===== src/rtl/alu_pkg.sv =====
// Shared constants and issue bundle for the ALU issue stage.
// Used by alu_issue_stage and its testbench.
package alu_pkg;

  localparam int XLEN = 32;

  localparam logic [2:0] ALU_ADD = 3'b000;
  localparam logic [2:0] ALU_SLL = 3'b001;
  localparam logic [2:0] ALU_SLT = 3'b010;
  localparam logic [2:0] ALU_SUB = 3'b011;
  localparam logic [2:0] ALU_SRA = 3'b100;
  localparam logic [2:0] ALU_SRL = 3'b101;
  localparam logic [2:0] ALU_OR  = 3'b110;

  localparam logic [6:0] OPCODE_OP    = 7'b0110011;
  localparam logic [6:0] OPCODE_OPIMM = 7'b0010011;

  localparam logic [2:0] F3_ADD = 3'b000;
  localparam logic [2:0] F3_SLL = 3'b001;
  localparam logic [2:0] F3_SLT = 3'b010;
  localparam logic [2:0] F3_SR  = 3'b101;
  localparam logic [2:0] F3_OR  = 3'b110;

  localparam logic [6:0] F7_BASE = 7'b0000000;
  localparam logic [6:0] F7_ALT  = 7'b0100000;

  typedef struct packed {
    logic [XLEN-1:0] a;
    logic [XLEN-1:0] b;
    logic [2:0]      ctrl;
    logic [4:0]      rd;
    logic            we;
    logic            illegal;
  } issue_t;

endpackage


===== src/rtl/alu_issue_stage_skid_buffer.sv =====
// Two-entry valid/ready buffer: output register plus one skid entry.
// in_ready_o comes straight from a flop, never from out_ready_i.
module skid_buffer #(
  parameter int W = 8
) (
  input  logic         clk,
  input  logic         rst_n,
  input  logic         in_valid_i,
  output logic         in_ready_o,
  input  logic [W-1:0] in_data_i,
  output logic         out_valid_o,
  input  logic         out_ready_i,
  output logic [W-1:0] out_data_o
);

  logic         out_vld_q, out_vld_d;
  logic [W-1:0] out_q, out_d;
  logic         skid_vld_q, skid_vld_d;
  logic [W-1:0] skid_q, skid_d;
  logic         acc;
  logic         load;

  always_comb begin
    acc        = in_valid_i && !skid_vld_q;
    load       = !out_vld_q || out_ready_i;
    out_vld_d  = out_vld_q;
    out_d      = out_q;
    skid_vld_d = skid_vld_q;
    skid_d     = skid_q;
    if (load) begin
      // a full skid entry blocks the input, so only one source loads
      if (skid_vld_q) begin
        out_vld_d  = 1'b1;
        out_d      = skid_q;
        skid_vld_d = 1'b0;
      end else begin
        out_vld_d = acc;
        if (acc) out_d = in_data_i;
      end
    end else if (acc) begin
      skid_vld_d = 1'b1;
      skid_d     = in_data_i;
    end
  end

  always_ff @(posedge clk or negedge rst_n) begin
    if (!rst_n) begin
      out_vld_q  <= 1'b0;
      out_q      <= '0;
      skid_vld_q <= 1'b0;
      skid_q     <= '0;
    end else begin
      out_vld_q  <= out_vld_d;
      out_q      <= out_d;
      skid_vld_q <= skid_vld_d;
      skid_q     <= skid_d;
    end
  end

  assign in_ready_o  = !skid_vld_q;
  assign out_valid_o = out_vld_q;
  assign out_data_o  = out_q;

endmodule


===== src/rtl/alu_issue_stage.sv =====
// RV32I ALU decode/issue stage feeding the ALU through a skid buffer.
// Define ALU_ISSUE_FWD_EN to enable writeback forwarding.
module alu_issue_stage
  import alu_pkg::*;
(
  input  logic            clk,
  input  logic            reset_n,
  input  logic            in_valid,
  output logic            in_ready,
  input  logic [31:0]     in_instr,
  input  logic [XLEN-1:0] in_rs1_data,
  input  logic [XLEN-1:0] in_rs2_data,
  input  logic            fwd_we,
  input  logic [4:0]      fwd_rd,
  input  logic [XLEN-1:0] fwd_data,
  output logic            out_valid,
  input  logic            out_ready,
  output logic [XLEN-1:0] out_a,
  output logic [XLEN-1:0] out_b,
  output logic [2:0]      out_ctrl,
  output logic [4:0]      out_rd,
  output logic            out_we,
  output logic            out_illegal
);

  logic [6:0]      opc, f7;
  logic [2:0]      f3;
  logic [4:0]      rs1f, rs2f, rdf;
  logic [XLEN-1:0] v1, v2, op1, op2, imm, shamt;
  logic            r_base, r_alt, is_imm, legal;
  issue_t          dec, ob;

  assign opc   = in_instr[6:0];
  assign rdf   = in_instr[11:7];
  assign f3    = in_instr[14:12];
  assign rs1f  = in_instr[19:15];
  assign rs2f  = in_instr[24:20];
  assign f7    = in_instr[31:25];
  assign imm   = {{20{in_instr[31]}}, in_instr[31:20]};
  assign shamt = {27'b0, in_instr[24:20]};

`ifdef ALU_ISSUE_FWD_EN
  logic hit1, hit2;
  assign hit1 = fwd_we && (fwd_rd != 5'd0) && (fwd_rd == rs1f);
  assign hit2 = fwd_we && (fwd_rd != 5'd0) && (fwd_rd == rs2f);
  assign v1   = hit1 ? fwd_data : in_rs1_data;
  assign v2   = hit2 ? fwd_data : in_rs2_data;
`else
  logic unused_fwd;
  assign unused_fwd = ^{fwd_we, fwd_rd, fwd_data};
  assign v1 = in_rs1_data;
  assign v2 = in_rs2_data;
`endif

  assign op1 = (rs1f == 5'd0) ? '0 : v1;
  assign op2 = (rs2f == 5'd0) ? '0 : v2;

  assign r_base = (opc == OPCODE_OP) && (f7 == F7_BASE);
  assign r_alt  = (opc == OPCODE_OP) && (f7 == F7_ALT);
  assign is_imm = (opc == OPCODE_OPIMM);

  always_comb begin
    legal    = 1'b1;
    dec      = '0;
    dec.a    = op1;
    dec.b    = op2;
    dec.rd   = rdf;
    unique case (1'b1)
      r_base: begin
        unique case (f3)
          F3_ADD: dec.ctrl = ALU_ADD;
          F3_SLT: dec.ctrl = ALU_SLT;
          F3_OR:  dec.ctrl = ALU_OR;
          F3_SLL: begin
            dec.ctrl = ALU_SLL;
            dec.b    = {27'b0, op2[4:0]};
          end
          F3_SR: begin
            dec.ctrl = ALU_SRL;
            dec.b    = {27'b0, op2[4:0]};
          end
          default: legal = 1'b0;
        endcase
      end
      r_alt: begin
        unique case (f3)
          F3_ADD: dec.ctrl = ALU_SUB;
          F3_SR: begin
            dec.ctrl = ALU_SRA;
            dec.b    = {27'b0, op2[4:0]};
          end
          default: legal = 1'b0;
        endcase
      end
      is_imm: begin
        dec.b = imm;
        unique case (f3)
          F3_ADD: dec.ctrl = ALU_ADD;
          F3_SLT: dec.ctrl = ALU_SLT;
          F3_OR:  dec.ctrl = ALU_OR;
          F3_SLL: begin
            dec.ctrl = ALU_SLL;
            dec.b    = shamt;
            legal    = (f7 == F7_BASE);
          end
          F3_SR: begin
            dec.ctrl = (f7 == F7_ALT) ? ALU_SRA : ALU_SRL;
            dec.b    = shamt;
            legal    = (f7 == F7_BASE) || (f7 == F7_ALT);
          end
          default: legal = 1'b0;
        endcase
      end
      default: legal = 1'b0;
    endcase
    if (!legal) begin
      dec.a    = '0;
      dec.b    = '0;
      dec.ctrl = ALU_ADD;
    end
    dec.illegal = !legal;
    dec.we      = legal && (rdf != 5'd0);
  end

  skid_buffer #(.W($bits(issue_t))) u_skid (
    .clk        (clk),
    .rst_n      (reset_n),
    .in_valid_i (in_valid),
    .in_ready_o (in_ready),
    .in_data_i  (dec),
    .out_valid_o(out_valid),
    .out_ready_i(out_ready),
    .out_data_o (ob)
  );

  assign out_a       = ob.a;
  assign out_b       = ob.b;
  assign out_ctrl    = ob.ctrl;
  assign out_rd      = ob.rd;
  assign out_we      = ob.we;
  assign out_illegal = ob.illegal;

endmodule


===== config.mk =====
export PLATFORM = sky130hd
export DESIGN_NAME = alu_issue_stage
export DESIGN_NICKNAME = d
export VERILOG_FILES = /design/src/rtl/alu_pkg.sv /design/src/rtl/alu_issue_stage_skid_buffer.sv /design/src/rtl/alu_issue_stage.sv
export SDC_FILE = /design/constraint.sdc
export NUM_CORES = 1
export LEC_CHECK = 0
export BUFFER_PORTS_ARGS = -buffer_cell sky130_fd_sc_hd__buf_2
export CAP_MARGIN = 10
export CORE_MARGIN = 2
export CORE_UTILIZATION = 52
export CTS_BUF_LIST = sky130_fd_sc_hd__clkbuf_16
export DETAILED_ROUTE_END_ITERATION = 10
export PLACE_DENSITY_LB_ADDON = 0.2
export SETUP_SLACK_MARGIN = 0.5
export SLEW_MARGIN = 20
export SYNTH_ARGS = -nofsm -noshare
export SYNTH_HDL_FRONTEND = slang
export SYNTH_SLANG_ARGS = --single-unit

===== constraint.sdc =====
create_clock -name clk -period 2.1 [get_ports clk]
set_input_delay 0.21 -clock clk [delete_from_list [all_inputs] [get_ports clk]]
set_output_delay 0.21 -clock clk [all_outputs]
set_load 0.03 [all_outputs]

# ---- After elaboration in Yosys (flattened, before gate mapping)
# Index checks and enable logic that the tools add are counted.
dict set report op_classes {
  eq_ne 7
  muxes 20
  n_bitwise 1
  reduce_logical 22
}
# cell n
set op_table {}
lappend op_table {{32-bit two-way mux} 5}
lappend op_table {{74-bit two-way mux} 2}
lappend op_table {{35-bit case mux with 3 select lines} 1}
lappend op_table {{67-bit two-way mux} 1}
lappend op_table {{3-bit case mux with 4 select lines} 2}
lappend op_table {{7-bit by 6-bit == test with 1-bit output, second input constant} 2}
lappend op_table {{5-bit logical NOT} 2}
lappend op_table {{7-bit by 5-bit == test with 1-bit output, second input constant} 1}
lappend op_table {{7-bit logical NOT} 1}
lappend op_table {{3-bit == test, second input constant} 2}
lappend op_table {{1-bit two-way mux} 6}
lappend op_table {{1-bit case mux with 3 select lines} 2}
lappend op_table {{3-bit case mux with 2 select lines} 1}
lappend op_table {{5-bit nonzero test} 1}
lappend op_table {{5-bit OR reduction} 1}
lappend op_table {{1-bit logical AND} 4}
lappend op_table {{2-bit AND reduction} 2}
lappend op_table {{2-bit nonzero test} 2}
lappend op_table {{2-bit OR reduction} 2}
lappend op_table {{3-bit by 1-bit == test with 1-bit output, second input constant} 1}
lappend op_table {{3-bit by 2-bit == test with 1-bit output, second input constant} 1}
lappend op_table {{1-bit logical NOT} 3}
lappend op_table {{3-bit logical NOT} 1}
lappend op_table {{3-bit OR reduction} 1}
lappend op_table {{other kinds (2)} 3}
dict set report totals {
  output_inout_bits 76
  input_bits 138
  word_cells 54
  register_bits 150
}

# ---- Longest topological paths before layout
dict set report logic_depth {
  word_depth 7
  depth_mapped 8
  depth_no_buf 7
}

# ---- By module
# A second synthesis with hierarchy kept.
dict set report hier_totals {
  cells_unflattened 573
  hier_area_um2 7622.3
}
# module area_per_inst_um2 n_inst seq_area_each_um2 cells_per_inst
set by_module_without_submodules {}
lappend by_module_without_submodules {skid_buffer 6543.8 1 3753.6 403}
lappend by_module_without_submodules {alu_issue_stage 1078.5 1 0.0 170}

# ---- Least setup slack after synthesis
# Ideal clock, no wire load.
dict set report synth_timing {
  kind {in2reg}
  startpoint {input in_instr[12]}
  endpoint {register u_skid.out_q[16], in the netlist u_skid.out_data_o[16]}
  path_stages 8
  n_path_buf 1
  t_arrival_ps 1731
  slack_ps 237
  required_ps 1967
  setup_ps 133
  path_cell_list {inv_1 -> ha_1 -> nor2b_1 -> a211oi_2 -> nor3b_4 -> o21ai_2 -> clkbuf_1 -> o22ai_1}
}
dict set report synth_between {
  elab_chain_cells 7
  elab_cells_between_ends 20
  classes_between {eq/ne: 4; mux: 11; reduce/logical: 5}
}
# element line_no
set synth_rtl {}
lappend synth_rtl {{start, declared} alu_issue_stage.sv:10} ;# input logic [31:0] in_instr,
lappend synth_rtl {{3-bit == test (tied with other cells)} {alu_issue_stage.sv:70, alu_issue_stage.sv:97}}
lappend synth_rtl {{3-bit OR reduction (no source line) (tied with other cells)} n/a}
lappend synth_rtl {{1-bit case mux with 3 select lines (tied with other cells)} alu_issue_stage.sv:97} ;# unique case (f3)
lappend synth_rtl {{1-bit case mux with 3 select lines / 35-bit case mux with 3 select lines (equally long branches)} alu_issue_stage.sv:68} ;# unique case (1'b1)
lappend synth_rtl {{67-bit two-way mux *} alu_issue_stage.sv:116} ;# if (!legal) begin
lappend synth_rtl {{74-bit two-way mux *} alu_issue_stage_skid_buffer.sv:38} ;# if (acc) out_d = in_data_i;
lappend synth_rtl {{74-bit two-way mux *} alu_issue_stage_skid_buffer.sv:32} ;# if (skid_vld_q) begin
lappend synth_rtl {{end signal, assigned} alu_issue_stage_skid_buffer.sv:54} ;# out_q <= out_d;
lappend synth_rtl {{end, declared} alu_issue_stage_skid_buffer.sv:17} ;# logic [W-1:0] out_q, out_d;
# Every way passes the cells marked *; elsewhere a longest branch is shown, timed or not. The select of a mux whose other input is x is not followed.
# A chain may end at the register's enable or synchronous reset.

# ---- Worst setup path after layout
dict set report layout_timing {
  startpoint {input in_instr[31]}
  endpoint {register u_skid.out_q[61], in the netlist u_skid.out_data_o[61]}
}
dict set report layout_between {
  elab_chain_cells 7
  elab_cells_between_ends 10
  classes_between {eq/ne: 1; mux: 5; reduce/logical: 4}
}
# element line_no
set layout_rtl {}
lappend layout_rtl {{7-bit by 6-bit == test with 1-bit output / 7-bit logical NOT (equally long branches)} n/a}
lappend layout_rtl {{1-bit logical OR} alu_issue_stage.sv:109} ;# legal = (f7 == F7_BASE) || (f7 == F7_ALT);
lappend layout_rtl {{1-bit case mux with 3 select lines} alu_issue_stage.sv:97}
lappend layout_rtl {{1-bit case mux with 3 select lines *} alu_issue_stage.sv:68}
lappend layout_rtl {{67-bit two-way mux *} alu_issue_stage.sv:116}
lappend layout_rtl {{74-bit two-way mux *} alu_issue_stage_skid_buffer.sv:38}
lappend layout_rtl {{74-bit two-way mux *} alu_issue_stage_skid_buffer.sv:32}
# Marks and branches as above.

==> results.json <==
{
  "ys_async_sr_fraction_pct": 100,
  "cp_num_buf_inv": 3,
  "antenna_cells": 0,
  "powerDensity_nw_per_um2": 822,
  "worstSetupPathType": "in -> reg",
  "p_leak_nw": 4.43,
  "path_max_fanout": 16,
  "synth_top_family_by_area": "compound AO/OA/AOI/OAI gates",
  "synthAdderAreaFrac_pct": 0.704,
  "yosys.area_share.simple_pct": 19.5,
  "cts_made_buffers": 17,
  "worstSetupStartpointType": "primary input",
  "maxCapViolCount": 0,
  "layout-drive-gt1-share_pct": 32.3,
  "rsz0062_at_grt": "yes",
  "vias": 6787,
  "die_area_um2": 14600,
  "holdPathStages": 3,
  "hold_slack_ns": 0.0118,
  "drt-total-wl_mm": 20.6,
  "relSlewSlack_pct": 58.9,
  "hold_violations": 0,
  "grt_overflow": 0,
  "ff2ff_setup_slack_ns": 0.56,
  "initial_utilization_pct": 53.5,
  "cp_top_family": "simple AND/OR/NAND/NOR gates",
  "grtUsageTotal_pct": 28.2,
  "synth_ff_type": "dfrtp_1",
  "cp_common_cell": "buf_12",
  "dieHeight_um": 121,
  "fmax_mhz": 640,
  "final_nets": 1085,
  "worstRegToRegCells": 6,
  "cp_cell_sequence": "buf_2 -> nor4_4 -> nand2_4 -> nor3b_4 -> o21ai_4 -> buf_12 -> buf_12 -> o21ai_1",
  "hpwl_mm": 12.6,
  "synth-seq-cells": 150,
  "muxShareOfSynthArea_pct": 0.704,
  "synth.distinct_cells": 50,
  "hold_start": "in_instr[8]",
  "maxSlewViolCount": 0,
  "r2r-start": "u_skid.skid_vld_q",
  "arrival_ns": 1.90,
  "synth_area_leaders": "dfrtp_1 (53%), a21oi_1 (6.4%), o21ai_0 (5.5%)",
  "worst_pin_slew_ns": 0.617,
  "setup_tns_ns": 0,
  "path_clk_slew_ns": 0.06,
  "synth_edf_count": 0,
  "ys_seq_area_share_pct": 52.8,
  "io_pins": 214,
  "cp_slowest_cell": "nor4_4",
  "globalplace.congestion": 0.877,
  "dr.pass1.iters": 6,
  "grt_max_degree": 65,
  "hold_path.class": "in -> reg",
  "grt_pass1_vias": 6678,
  "min_period_over_period_pct": 74.5,
  "status": "complete, no violations",
  "drt-initial-drc-count": 819,
  "synthToLayoutAreaGrowth_pct": 31.6,
  "numPortBuffers": 175,
  "synth.top_cell.area_share_pct": 52.8,
  "worst_clock_skew_ns": 0.00606,
  "viasPerCell": 6.00,
  "ys_warn_count": 0,
  "rows": 42,
  "whs_endpoint": "u_skid.skid_q[3]",
  "syn_area_um2": 7110,
  "synth_area_per_cell_um2": 9.15,
  "cp_slowest_stage_delay_ns": 0.42,
  "vdd_ir_drop_max_uv": 540,
  "period_minus_slack_ns": 1.56,
  "crit_required_ns": 2.44,
  "cts_root_buf": "clkbuf_16",
  "synth_nets": 919,
  "synth_compound_area_share_pct": 22.3,
  "synth_xor_area_share_pct": 0,
  "cts_buffer_depth": 2,
  "postRouteAntennaNets": 0,
  "cts_tree": "yes",
  "worstSkewPairLatency_ns": 0.42,
  "grt_antenna_before_repair": 0,
  "grt_pass1_wl_mm": 32.7,
  "wl_per_cell_um": 18.2,
  "h-tree-depth": 4,
  "endpoint_kind": "register",
  "die_w_um": 121,
  "postSynthCellCount": 777,
  "rr_endpoint": "u_skid.out_data_o[0]",
  "cts_sinks": 150,
  "core_um2": 13300,
  "finalSetupViolations": 0,
  "yosys.area.top_type": "dfrtp_1",
  "drc_errors": 0
}
power by group:
| part | internal [mW] | switching (mW) |
|---|---|---|
| Clock | 2.21 | 1.21 |
| Sequential | 3.02 | 0.0836 |
| Combinational | 0.385 | 0.779 |
cells by family after synthesis:
logic type / count (synthesis)
adders and majority gates: 4
muxes: 5
DFF: 150
and+or+nand+nor: 284
buffers and inverters: 71
AOI/OAI and AO/OA: 263
tightest hold or removal path: stages:
cell and delay (ns):
buf_2 0.10, nand2_1 0.05, nand2_1 0.05
metrics by stage:
stage | setup slack [ns] | area, um^2 | cells | power [mW] | util (%)
after floorplan | 0.370 | 7270 | 777 | 3.78 | -
after global placement | -0.0156 | 8370 | 1090 | 4.21 | 63.0
after detailed placement | -0.0924 | 8370 | 1090 | 4.24 | 63.0
after CTS | 0.504 | 9100 | 1124 | 7.66 | 68.5
after global routing | 0.456 | 9360 | 1132 | 7.96 | 70.4
final | 0.536 | 9360 | 1132 | 7.70 | 70.4
sequential cells by signal (all words and copies together) (netlist names):
| name | flops |
|---|---|
| u_skid.skid_q | 74 |
| u_skid.out_valid_o | 1 |
| u_skid.out_data_o | 74 |
| u_skid.skid_vld_q | 1 |
worst max-delay path by stage:
stage	slack, ns	start	cells after the start	to
after floorplan	0.37	in_instr[27]	7	u_skid.out_data_o[24]
after global placement	-0.02	in_instr[27]	8	u_skid.skid_q[58]
after detailed placement	-0.09	in_instr[27]	7	u_skid.out_data_o[12]
after CTS	0.50	u_skid.out_valid_o	7	u_skid.out_data_o[40]
after global routing	0.46	in_instr[31]	8	u_skid.out_data_o[61]
final	0.54	in_instr[31]	8	u_skid.out_data_o[61]
layout by cell type, fill, tap and decap left out, types with 3 or more instances in the layout:
master | synthesis | routed
clkbuf_16 | 0 | 20
a22oi_1 | 4 | 3
dfrtp_1 | 150 | 149
nor2b_4 | 0 | 4
nor2_2 | 0 | 3
a21oi_1 | 91 | 90
nor3_1 | 4 | 3
clkinv_2 | 0 | 3
nor2_1 | 44 | 41
mux2i_1 | 5 | 5
o21ai_1 | 17 | 73
o21ai_0 | 78 | 14
bufinv_16 | 0 | 6
nor4_4 | 2 | 3
buf_6 | 1 | 8
nand3_1 | 69 | 69
a32oi_1 | 4 | 4
and2_1 | 6 | 5
buf_4 | 2 | 17
nand2_1 | 102 | 98
inv_1 | 4 | 4
o31ai_1 | 4 | 3
and3_1 | 38 | 38
ha_2 | 0 | 3
o21ai_2 | 2 | 8
o31ai_2 | 15 | 16
clkinvlp_4 | 0 | 5
buf_2 | 4 | 173
o211ai_1 | 3 | 3
buf_12 | 0 | 11
o22ai_1 | 27 | 20
o22ai_2 | 0 | 6
what timing repair did:
action	CTS	global route
resized for setup	9	32
pin swaps	0	6
hold buffers	1	0
setup endpoints to repair	125	91
cloned	1	3
setup buffers	0	5
endpoints found under the hold margin	53	0
per-layer routing:
layer	vias up	track usage (%)	wire length [um]
met5	-	0	0
met4	0	10.0	543
met3	50	5.55	1380
met2	319	45.3	10200
met1	3313	38.5	8520
li1	3105	-	-
final cells by class:
type	instances	area, um^2
clock buffer	17	425
clock inverter	15	236
fill	1005	3940
inverter	4	15.0
multi-input combinational	556	3280
sequential	150	3750
tap	176	220
timing repair buffer	214	1420
synth_stat cells, drive strengths merged (3+ instances only):
library cell	instances
o21ai	97
ha	4
o31ai	19
a22oi	5
mux2i	5
a21oi	91
clkbuf	59
o211ai	3
and2	6
nand3	69
nand2	102
nor2b	4
o22ai	27
nor2	44
inv	4
a211oi	3
nor4	4
nor3	4
buf	8
and3	38
nand2b	4
dfrtp	150
a32oi	4
Power figures use the tool's default switching activity.
